**config.mk**
```make
export PLATFORM = sky130hd
export DESIGN_NAME = traffic_intersection_ctrl
export DESIGN_NICKNAME = d
export VERILOG_FILES = /design/src/rtl/traffic_pkg.sv /design/src/rtl/phase_timer.sv /design/src/rtl/traffic_intersection_ctrl.sv
export SDC_FILE = /design/constraint.sdc
export NUM_CORES = 1
export LEC_CHECK = 0
export CORE_ASPECT_RATIO = 2
export CORE_MARGIN = 2
export CORE_UTILIZATION = 23
export CTS_CLUSTER_SIZE = 12
export DETAILED_ROUTE_END_ITERATION = 8
export DONT_BUFFER_PORTS = 1
export SLEW_MARGIN = 40
export SYNTH_ARGS = -nofsm -noshare
export SYNTH_HDL_FRONTEND = slang
export SYNTH_HIERARCHICAL = 1
export SYNTH_SLANG_ARGS = --single-unit
```
**constraint.sdc**
```tcl
create_clock -name clk -period 3.1 [get_ports clk]
set_input_delay 0.465 -clock clk [delete_from_list [all_inputs] [get_ports clk]]
set_output_delay 0.465 -clock clk [all_outputs]
set_load 0.02 [all_outputs]
```
**src/rtl/traffic_pkg.sv**
```systemverilog
// Shared light encodings, controller state codes and lamp decode for the
// intersection controller and its benches.
package traffic_pkg;

  localparam logic [1:0] GREEN  = 2'b00;
  localparam logic [1:0] YELLOW = 2'b01;
  localparam logic [1:0] RED    = 2'b10;
  localparam logic [1:0] OFF    = 2'b11;

  localparam logic [2:0] S_MAIN_GREEN  = 3'd0;
  localparam logic [2:0] S_MAIN_YELLOW = 3'd1;
  localparam logic [2:0] S_ALLRED_A    = 3'd2;
  localparam logic [2:0] S_SIDE_GREEN  = 3'd3;
  localparam logic [2:0] S_SIDE_YELLOW = 3'd4;
  localparam logic [2:0] S_ALLRED_B    = 3'd5;
  localparam logic [2:0] S_FLASH       = 3'd6;

  typedef struct packed {
    logic [1:0] main_head;
    logic [1:0] side_head;
  } lights_t;

  function automatic lights_t decode_lights(input logic [2:0] st, input logic flash_on);
    lights_t l;
    unique case (st)
      S_MAIN_GREEN:  l = '{main_head: GREEN,  side_head: RED};
      S_MAIN_YELLOW: l = '{main_head: YELLOW, side_head: RED};
      S_SIDE_GREEN:  l = '{main_head: RED,    side_head: GREEN};
      S_SIDE_YELLOW: l = '{main_head: RED,    side_head: YELLOW};
      S_FLASH:       l = flash_on ? '{main_head: YELLOW, side_head: YELLOW}
                                  : '{main_head: OFF,    side_head: OFF};
      default:       l = '{main_head: RED,    side_head: RED};
    endcase
    return l;
  endfunction

endpackage

```
**src/rtl/phase_timer.sv**
```systemverilog
// Loadable down-counter; expire flags the tick that ends the current phase.
module phase_timer #(
  parameter int unsigned TIMER_W   = 8,
  parameter int unsigned RESET_VAL = 15
) (
  input  logic               clk,
  input  logic               rst_n,
  input  logic               load,
  input  logic [TIMER_W-1:0] load_val,
  input  logic               tick_en,
  output logic               expire,
  output logic [TIMER_W-1:0] count
);

  assign expire = tick_en && (count == TIMER_W'(1));

  // Expiry always coincides with a reload, so the counter never reaches zero.
  always_ff @(posedge clk or negedge rst_n) begin
    if (!rst_n)
      count <= TIMER_W'(RESET_VAL);
    else if (load)
      count <= load_val;
    else if (tick_en && count != TIMER_W'(1))
      count <= count - TIMER_W'(1);
  end

endmodule

```
**src/rtl/traffic_intersection_ctrl.sv**
```systemverilog
// Two-road intersection controller: phase FSM, demand latches, walk lamp,
// night flashing and lamp decode around a shared phase timer.
module traffic_intersection_ctrl
  import traffic_pkg::*;
#(
  parameter int unsigned TIMER_W          = 8,
  parameter int unsigned MAIN_GREEN_TICKS = 15,
  parameter int unsigned SIDE_GREEN_TICKS = 10,
  parameter int unsigned YELLOW_TICKS     = 3,
  parameter int unsigned ALLRED_TICKS     = 1,
  parameter int unsigned FLASH_TICKS      = 1
) (
  input  logic               clk,
  input  logic               rst_n,
  input  logic               tick_en,
  input  logic               side_req,
  input  logic               ped_req,
  input  logic               flash_mode,
  output logic [1:0]         main_light,
  output logic [1:0]         side_light,
  output logic               walk,
  output logic [TIMER_W-1:0] timer_val,
  output logic               timer_load,
  output logic [2:0]         phase
);

  logic [2:0]         state, next_state;
  logic               load, expire, enter_side;
  logic [TIMER_W-1:0] load_val;
  logic               side_dem, ped_dem, walk_q, flash_on;
  lights_t            lights;

  phase_timer #(
    .TIMER_W   (TIMER_W),
    .RESET_VAL (MAIN_GREEN_TICKS)
  ) u_timer (
    .clk      (clk),
    .rst_n    (rst_n),
    .load     (load),
    .load_val (load_val),
    .tick_en  (tick_en),
    .expire   (expire),
    .count    (timer_val)
  );

  always_comb begin
    next_state = state;
    load       = expire;
    unique case (state)
      S_MAIN_GREEN:  if (expire) next_state = (side_dem || ped_dem) ? S_MAIN_YELLOW : S_MAIN_GREEN;
      S_MAIN_YELLOW: if (expire) next_state = S_ALLRED_A;
      S_ALLRED_A:    if (expire) next_state = flash_mode ? S_FLASH : S_SIDE_GREEN;
      S_SIDE_GREEN:  if (expire) next_state = S_SIDE_YELLOW;
      S_SIDE_YELLOW: if (expire) next_state = S_ALLRED_B;
      S_ALLRED_B:    if (expire) next_state = flash_mode ? S_FLASH : S_MAIN_GREEN;
      S_FLASH:       if (expire) next_state = flash_mode ? S_FLASH : S_ALLRED_B;
      default: begin
        next_state = S_ALLRED_B;
        load       = 1'b1;
      end
    endcase
  end

  always_comb begin
    unique case (next_state)
      S_MAIN_GREEN:                 load_val = TIMER_W'(MAIN_GREEN_TICKS);
      S_MAIN_YELLOW, S_SIDE_YELLOW: load_val = TIMER_W'(YELLOW_TICKS);
      S_SIDE_GREEN:                 load_val = TIMER_W'(SIDE_GREEN_TICKS);
      S_FLASH:                      load_val = TIMER_W'(FLASH_TICKS);
      default:                      load_val = TIMER_W'(ALLRED_TICKS);
    endcase
  end

  assign enter_side = load && (next_state == S_SIDE_GREEN);

  always_ff @(posedge clk or negedge rst_n) begin
    if (!rst_n) begin
      state      <= S_MAIN_GREEN;
      timer_load <= 1'b0;
      side_dem   <= 1'b0;
      ped_dem    <= 1'b0;
      walk_q     <= 1'b0;
      flash_on   <= 1'b0;
    end else begin
      state      <= next_state;
      timer_load <= load;
      // A request in the clearing cycle must survive, so set has priority.
      side_dem   <= side_req || (side_dem && !enter_side);
      ped_dem    <= ped_req  || (ped_dem  && !enter_side);
      if (load) begin
        walk_q <= enter_side && ped_dem;
        if (next_state == S_FLASH)
          flash_on <= (state == S_FLASH) ? !flash_on : 1'b1;
        else
          flash_on <= 1'b0;
      end
    end
  end

  assign lights     = decode_lights(state, flash_on);
  assign main_light = lights.main_head;
  assign side_light = lights.side_head;
  assign walk       = walk_q && (state == S_SIDE_GREEN);
  assign phase      = state;

endmodule
```
==> summary.md, run 1 <==
| Metric | Value |
|---|---|
| Worst setup path startpoint | `u_timer/count[0]` |
| R2R depth | `8` |
| Number of synthesized flops with an enable pin | `0` |
| Worst Path Required | `3.23 ns` |
| Die Area | `5950 um2` |
| Vias in the first global route | `1077` |
| Clock tree sinks | `16` |
| Post-Route WL | `3.24 mm` |
| CTS max path bufs | `2` |
| Initial DRT Pass Iterations | `5` |
| CP Max Fanout | `17` |
| GRT Total Usage | `0.116` |
| Async set-reset flop share out of synthesis | `1.00` |
| Crit-path slowest cell | `dfstp_2` |
| Reg-to-reg endpoint | `u_timer/count[7]` |
| CP peak stage delay | `0.65 ns` |
| Status | `finished clean` |
| Total number of vias | `1063` |
| Worst-path cell chain | `ha_1 -> or3b_1 -> nor4_1 -> buf_4 -> a21o_2 -> inv_1 -> o311a_1 -> a221o_1` |
| Fill count | `549` |
| Initial antenna violation count | `0` |
| Core area | `5140 um2` |
| Site row count | `37` |
| Post-DP HPWL | `2.39 mm` |
| Clk_lat worst skew | `0.25 ns` |
| Clock-pin slew on the worst setup and hold paths | `0.08 ns` |
| Maxcap violations | `0` |
| Post CTS Setup Buffer Count | `0` |
| Pins over their slew limit | `0` |
| Hold Crit Class | `in2async` |
| Syn Inst Count | `144` |
| IO buf count | `0` |
| Overflow after GRT | `0` |
| Measured slew at the worst slew-check pin | `0.761 ns` |
| H-tree Lvls | `1` |
| Flop2flop setup slack | `0.30 ns` |
| Mean Syn Cell Area | `8.49 um2` |
| ANT cells | `0` |
| I/O pins | `23` |
| Critical path type | `reg2reg` |
| Drt initial violations | `23` |
| Area delta synth->final | `7.68%` |
| Die Span X | `55.6 um` |
| Post-Route Utilization | `0.256` |
| Vias per cell | `5.29` |
| R2r startpoint | `u_timer/count[0]` |
| Hold Vio Cnt, Final | `0` |
| First-pass GRT wire length | `5.48 mm` |
| Fmax | `358 MHz` |
| #FFs+latches synth | `16` |
| Layout Skew | `0.0127 ns` |
| Post-route clock period utilization | `0.902` |
| CTS tree | `yes` |
| Setup TNS | `0 ns` |
| Gpl congestion | `0.841` |
| Setup violators final | `0` |
| Design Area, Final | `1320 um2` |
| Fin nets | `154` |
| Drt wl/cell | `16.1 um` |
| Sequential-to-total area share from yosys stat | `0.332` |
| Element type at the critical path end | `flip-flop` |
| Post-synth top flop | `dfrtp_1` |
| PwrDens | `1020 nW/um2` |
| Largest net degree at the start of global routing | `21` |
| Initial core utilization | `0.238` |
| Clock Root Buffer | `clkbuf_8` |
| Die Height | `107 um` |
| Data arrival time of the worst path | `2.92 ns` |
| Peak VDD IR | `0.463 mV` |
| Final routed DRC violation total | `0` |
| Detail Route Antenna Nets | `0` |
| Post-DP Area | `1250 um2` |
| Relative slew slack | `0.493` |
| Mapped cell area | `1220 um2` |
| RSZ-0062 raised after global routing | `no` |
| Cell variety after synth | `51` |
| Yosys Warn Count | `6` |
| Share of post-route cells with drive strength above 1 | `0.154` |
| CTS buffer count | `3` |
| Fin crit period | `2.80 ns` |
| CP startpoint kind | `flip-flop` |
| Leakage power | `0.503 nW` |
[timing repair]
| item | 4_1_cts | 5_1_grt |
|---|---|---|
| hold buffers | 1 | 0 |
| endpoints found under the hold margin | 12 | 0 |
| setup endpoints to repair | 0 | 0 |
| gates resized for setup | 0 | 0 |
[cell usage after synthesis, types with 2 or more instances]
library cell / count / area, um2
dfrtp_1: 12 / 300
nand3_1: 6 / 30.0
a221o_1: 2 / 20.0
a21oi_1: 9 / 45.0
nand2_1: 13 / 48.8
a2bb2oi_1: 3 / 26.3
a21o_1: 2 / 15.0
buf_4: 2 / 15.0
nand2b_1: 2 / 12.5
nor4_1: 2 / 12.5
buf_2: 5 / 25.0
o2111ai_1: 2 / 17.5
o21ai_1: 3 / 15.0
o311ai_0: 4 / 35.0
ha_1: 4 / 50.1
o311a_1: 2 / 20.0
o21ai_0: 4 / 20.0
o211ai_1: 2 / 15.0
buf_6: 3 / 33.8
inv_1: 8 / 30.0
nor2b_1: 2 / 12.5
nor2_1: 11 / 41.3
nor3_1: 8 / 40.0
clkbuf_1: 3 / 11.3
dfstp_2: 4 / 105
[stage by stage]
step           std cells  power (W)  setup WS, ns  hold WS, ns
2_1_floorplan        147    0.00104         0.354        0.169
3_3_place_gp         196    0.00115         0.440        0.170
3_5_place_dp         196    0.00116         0.376        0.170
4_1_cts              201    0.00136         0.332       0.0450
5_1_grt              201    0.00147         0.125       0.0303
6_report             201    0.00135         0.303       0.0425
[how the worst max path moves through the flow]
stage and end:
2_1_floorplan u_timer/count[4], 3_3_place_gp u_timer/count[7], 3_5_place_dp u_timer/count[7], 4_1_cts u_timer/count[7]
5_1_grt u_timer/count[7], 6_report u_timer/count[7]
[state kept, by name, summed over array words and instances (netlist names)]
register,count
u_timer/count,8
phase,3
flash_on,1
ped_dem,1
side_dem,1
timer_load,1
walk_q,1
[layout make-up]
| cell class | instances | area [um2] | share of cell area |
|---|---|---|---|
| sequential | 16 | 405 | 0.308 |
| inverter | 10 | 40.0 | 0.0304 |
| tap | 58 | 72.6 | 0.0551 |
| multi-input combinational | 108 | 703 | 0.534 |
| clock buffer | 4 | 55.1 | 0.0418 |
| timing repair buffer | 5 | 40.0 | 0.0304 |
[cell usage in the layout, fill, tap and decap left out, types with 3 or more instances in the layout]
cell type,count
a21oi_1,9
o21ai_0,4
dfrtp_1,12
o21ai_1,3
ha_1,4
buf_4,4
nor2_1,11
conb_1,4
nand2_1,13
nand3_1,6
dfstp_2,4
o311ai_0,4
clkbuf_8,4
nor3_1,8
a2bb2oi_1,3
inv_1,8
[routing by layer]
metal | wire (um) | GRT usage | vias up | share of wire
met5 | 0 | 0 | - | 0
met4 | 114 | 0.0592 | 0 | 0.035
met3 | 174 | 0.0265 | 10 | 0.054
met2 | 1760 | 0.210 | 29 | 0.54
met1 | 1200 | 0.123 | 498 | 0.37
li1 | - | - | 526 | -
[report_power, final]
part	switching (W)	internal, W	total [W]
sequential	0.000234	0.000317	0.000551
clock	0.0000800	0.000113	0.000193
combinational	0.000365	0.000239	0.000604
total	0.000679	0.000668	0.00135
[logic make-up (layout without fill, tap and decap cells)]
family,Yosys count,count (layout),synth area share
AND/OR/NAND/NOR,55,55,0.249
AO/OA/AOI/OAI,44,44,0.265
buffers and inverters,23,19,0.102
flip-flops,16,16,0.332
adder cells (fa/ha/maj),4,4,0.0409
other,1,4,0.00307
multiplexers,1,1,0.00819
[critical path, delay by kind of cell (launching register included)]
family | cells | cell delay [ns]
compound gates | 3 | 0.72
flops | 1 | 0.65
fa+ha+maj | 1 | 0.23
simple gates | 2 | 0.67
buf+inv | 2 | 0.39
(Power assumes the default switching activity.)
==> run 2, diff against run 1 <==
CORE_UTILIZATION = 40   (was 23)
DONT_BUFFER_PORTS = unset   (was 1)
==> summary.md, run 2 (same netlist as run 1, synthesis figures left out) <==
| Metric | Value |
|---|---|
| H-tree Lvls | `1` |
| Multi-input gate area | `703 um2` |
| Total number of vias | `1153` |
| Drt initial violations | `33` |
| Hold Vio Cnt, Final | `0` |
| Status | `finished clean` |
| Most flop-heavy register | `u_timer/count` |
| CP startpoint kind | `flip-flop` |
| Measured slew at the worst slew-check pin | `0.591 ns` |
| Element type at the critical path end | `primary output` |
| GRT Total Usage | `0.188` |
| Core area | `2940 um2` |
| CTS tree | `yes` |
| Leakage power | `0.577 nW` |
| CTS max path bufs | `2` |
| Clock tree sinks | `16` |
| ANT cells | `0` |
| Post CTS Setup Buffer Count | `0` |
| Clock-pin slew on the worst setup and hold paths | `0.06 ns` |
| Post-DP Area | `1430 um2` |
| Post-route clock period utilization | `0.876` |
| CTS buffer count | `3` |
| Fill count | `291` |
| Data arrival time of the worst path | `2.25 ns` |
| Drt wl/cell | `16.0 um` |
| Post-DP HPWL | `2.28 mm` |
| Fin crit period | `2.72 ns` |
| Fmax | `368 MHz` |
| Worst Path Required | `2.63 ns` |
| Vias in the first global route | `1091` |
| Die Height | `82.2 um` |
| Share of post-route cells with drive strength above 1 | `0.135` |
| Clock Root Buffer | `clkbuf_8` |
| Area delta synth->final | `21.0%` |
| Gpl congestion | `0.832` |
| PostCTS Resize Cnt | `0` |
| Largest net degree at the start of global routing | `21` |
| RSZ-0062 raised after global routing | `no` |
| I/O pins | `23` |
| Peak VDD IR | `0.474 mV` |
| Most common cell after layout, fill and taps aside | `clkdlybuf4s50_1` |
| CTS Hold Bufs | `0` |
| Layout Skew | `0.00263 ns` |
| First-pass GRT wire length | `5.11 mm` |
| Register Area | `405 um2` |
| CP Max Fanout | `13` |
| Max reg flops | `8` |
| Die Span X | `43.1 um` |
| Vias per cell | `5.97` |
| Site row count | `28` |
| Post-Route WL | `3.10 mm` |
| Pins over their slew limit | `0` |
| Design Area, Final | `1480 um2` |
| Fin nets | `174` |
| Initial DRT Pass Iterations | `4` |
| Final routed DRC violation total | `0` |
| Detail Route Antenna Nets | `0` |
| PwrDens | `1010 nW/um2` |
| Overflow after GRT | `0` |
| Initial core utilization | `0.415` |
| Maxcap violations | `0` |
| Initial antenna violation count | `0` |
| Hold Crit Class | `in2async` |
| Clk_lat worst skew | `0.25 ns` |
| Die Area | `3540 um2` |
| Setup violators final | `0` |
| Relative slew slack | `0.606` |
| Setup TNS | `0 ns` |
| Critical path type | `reg2out` |
| IO buf count | `22` |
| Most frequent cells in the layout | `21 x clkdlybuf4s50_1, 13 x nand2_1, 12 x dfrtp_1` |
| Post-Route Utilization | `0.503` |
-- run 2: path summary, 6_finish.rpt --
path / from / endpoint / slack, ns / depth (start not counted)
min reg2reg: side_dem / side_dem / 0.55 / 1
min in group clk: side_dem / side_dem / 0.55 / 1
max in group asynchronous: rst_n / u_timer/count[1] / 2.66 / 1
min: rst_n / u_timer/count[4] / 0.12 / 1
max reg2reg: u_timer/count[0] / u_timer/count[7] / 0.44 / 8
max: phase[2] / main_light[1] / 0.38 / 6
-- run 2: area by class of cell --
cell class	instances	area share
Inverter	10	0.0271
Multi-Input combinational cell	108	0.475
Timing Repair Buffer	25	0.161
Sequential cell	16	0.274
Clock buffer	4	0.0372
Tap cell	30	0.0254
-- run 2: through the flow --
stage          hold slack [ns]  std cells  worst slack [ns]  total power (W)
3_3_place_gp             0.533        189             0.543          0.00129
3_5_place_dp             0.541        189             0.486          0.00131
6_report                 0.125        193             0.385          0.00150
4_1_cts                  0.554        193             0.378          0.00150
5_1_grt                  0.153        193             0.249          0.00161
2_1_floorplan            0.169        147             0.354          0.00104
-- run 2: routing by layer --
layer / up-vias / share of wire / track usage / wire length [um]
li1: 562 / - / - / -
met1: 551 / 0.38 / 0.208 / 1170
met2: 36 / 0.58 / 0.357 / 1800
met3: 4 / 0.031 / 0.0239 / 95
met4: 0 / 0.0084 / 0.0606 / 26
met5: - / 0 / 0 / 0
-- run 2: where the power goes --
part | internal [W] | switching [W] | leakage [nW] | total [W]
clock network | 0.000113 | 0.0000701 | 0.0288 | 0.000183
logic | 0.000384 | 0.000476 | 0.360 | 0.000860
registers | 0.000316 | 0.000138 | 0.187 | 0.000455
-- run 2: worst max-delay path, stage by stage, from the launching register on --
cell and delay, ns:
dfrtp_1 0.64, inv_4 0.12, ha_1 0.36, nand2_1 0.08, nand2_1 0.05, o211ai_1 0.12, clkdlybuf4s50_1 0.63
==> run 3, diff against run 2 <==
ABC_CLOCK_PERIOD_IN_PS = 2500   (was unset)
DONT_BUFFER_PORTS = 1   (was unset)
clock period = 2.5 ns   (was 3.1 ns; I/O delays follow)
==> summary.md, run 3 (same netlist as run 1, synthesis figures left out) <==
| Metric | Value |
|---|---|
| Share of post-route cells with drive strength above 1 | `0.242` |
| Register Area | `405 um2` |
| Non-Filler Instances | `187` |
| Drt initial violations | `53` |
| Vias per cell | `6.17` |
| Site row count | `28` |
| Hold Path Stages | `1` |
| Fin crit period | `2.34 ns` |
| Clock Root Buffer | `clkbuf_8` |
| Element type at the critical path end | `flip-flop` |
| First-pass GRT wire length | `5.00 mm` |
| Initial antenna violation count | `0` |
| Post-DP Area | `1360 um2` |
| Routed wl met3 | `125 um` |
| PwrDens | `1300 nW/um2` |
| Post-route clock period utilization | `0.937` |
| Hold WS | `0.215 ns` |
| Die Area | `3540 um2` |
| Total number of vias | `1153` |
| Most frequent cells in the layout | `17 x buf_4, 13 x nand2_1, 12 x dfrtp_1` |
| Fin nets | `168` |
| Post-DP HPWL | `2.45 mm` |
| Fmax | `427 MHz` |
| Fill count | `285` |
| Worst Path Required | `2.69 ns` |
| Initial DRT Pass Iterations | `4` |
| Largest net degree at the start of global routing | `20` |
| Clock tree sinks | `16` |
| Data arrival time of the worst path | `2.53 ns` |
| Design Area, Final | `1430 um2` |
| CP startpoint kind | `flip-flop` |
| R2R depth | `10` |
| I/O pins | `23` |
| CTS tree | `yes` |
| Final routed DRC violation total | `0` |
| Max reg flops | `8` |
| Top sig layer | `met4` |
| PostCTS Resize Cnt | `0` |
| DR WL met2 | `1.80 mm` |
| Area delta synth->final | `16.7%` |
| H-tree Lvls | `1` |
| Hold Vio Cnt, Final | `0` |
| GRT Total Usage | `0.189` |
| Vias in the first global route | `1038` |
| Detail Route Antenna Nets | `0` |
| Critical path type | `reg2reg` |
| Most flop-heavy register | `u_timer/count` |
| Relative slew slack | `0.483` |
| Hold Crit Class | `in2reg` |
| Most common cell after layout, fill and taps aside | `buf_4` |
| Clock-pin slew on the worst setup and hold paths | `0.06 ns` |
| Setup violators final | `0` |
| Peak VDD IR | `0.585 mV` |
| Pins over their slew limit | `0` |
| Status | `finished clean` |
| Initial core utilization | `0.415` |
| Layout Skew | `0.00238 ns` |
| Post-Route WL | `3.20 mm` |
| Maxcap violations | `0` |
| RSZ-0062 raised after global routing | `no` |
| Clk_lat worst skew | `0.25 ns` |
| Die Height | `82.2 um` |
| CTS max path bufs | `2` |
| Drt wl/cell | `17.1 um` |
| CTS buffer count | `3` |
| Placed cell count | `182` |
| CP Max Fanout | `16` |
| Leakage power | `0.579 nW` |
| WL met1 | `1.18 mm` |
| Multi-input gate area | `731 um2` |
| Core area | `2940 um2` |
| ANT cells | `0` |
| Post CTS Setup Buffer Count | `0` |
| Measured slew at the worst slew-check pin | `0.773 ns` |
| Gpl congestion | `0.988` |
| Overflow after GRT | `0` |
| IO buf count | `0` |
| Pwr Total | `0.00186 W` |
| Die Span X | `43.1 um` |
| Setup TNS | `0 ns` |
## run 3: changes by cell type in the layout (fill, tap and decap cells not counted), sizes merged
cell	change
buf	+14
clkdlybuf4s50	-21
dlygate4sd3	+1
## run 3: report_power, final
group / total (W) / leakage, nW / switching, W / internal [W]
Clock: 0.000234 / 0.0288 / 0.0000944 / 0.000140
Combinational: 0.00117 / 0.363 / 0.000715 / 0.000451
Sequential: 0.000460 / 0.187 / 0.0000694 / 0.000391
## run 3: path summary, 6_finish.rpt
path                       slack [ns]                to             start
min reg2reg                      0.53          side_dem          side_dem
max                              0.16  u_timer/count[0]  u_timer/count[1]
max reg2reg                      0.16  u_timer/count[0]  u_timer/count[1]
max in group asynchronous        1.38          side_dem             rst_n
min                              0.21          side_dem          side_req
min in group asynchronous        0.64  u_timer/count[5]             rst_n
## run 3: per-stage QoR
step / setup WS [ns] / util
after detailed placement: 0.0434 / 0.463
after global placement: 0.109 / 0.463
after CTS: 0.0289 / 0.485
after global routing: 0.0571 / 0.485
final: 0.158 / 0.485
after floorplan: 0.00513 / -
## run 3: worst max-delay path, stage by stage, from the launching register on
cell	delay, ns
dfstp_2	0.53
inv_1	0.09
ha_4	0.18
or3b_1	0.23
nor4_4	0.06
buf_4	0.15
a21o_2	0.22
buf_12	0.15
nand2b_1	0.14
or4_1	0.41
nand3_1	0.12
## run 3: final cells by class
| cell class | count | area share |
|---|---|---|
| Multi-Input combinational cell | 108 | 0.512 |
| Sequential cell | 16 | 0.284 |
| Clock buffer | 4 | 0.0386 |
| Inverter | 10 | 0.0281 |
| Timing Repair Buffer | 19 | 0.111 |
| Tap cell | 30 | 0.0263 |
## run 3: routing by layer
layer / track usage / up-vias
met5: 0 / -
met4: 0.100 / 0
met3: 0.0283 / 10
met2: 0.366 / 35
met1: 0.185 / 555
li1: - / 553
## run 3: what timing repair did
action | CTS | global route
hold buffers | 1 | 0
setup endpoints to repair | 0 | 7
hold endpoints to repair | 16 | 0
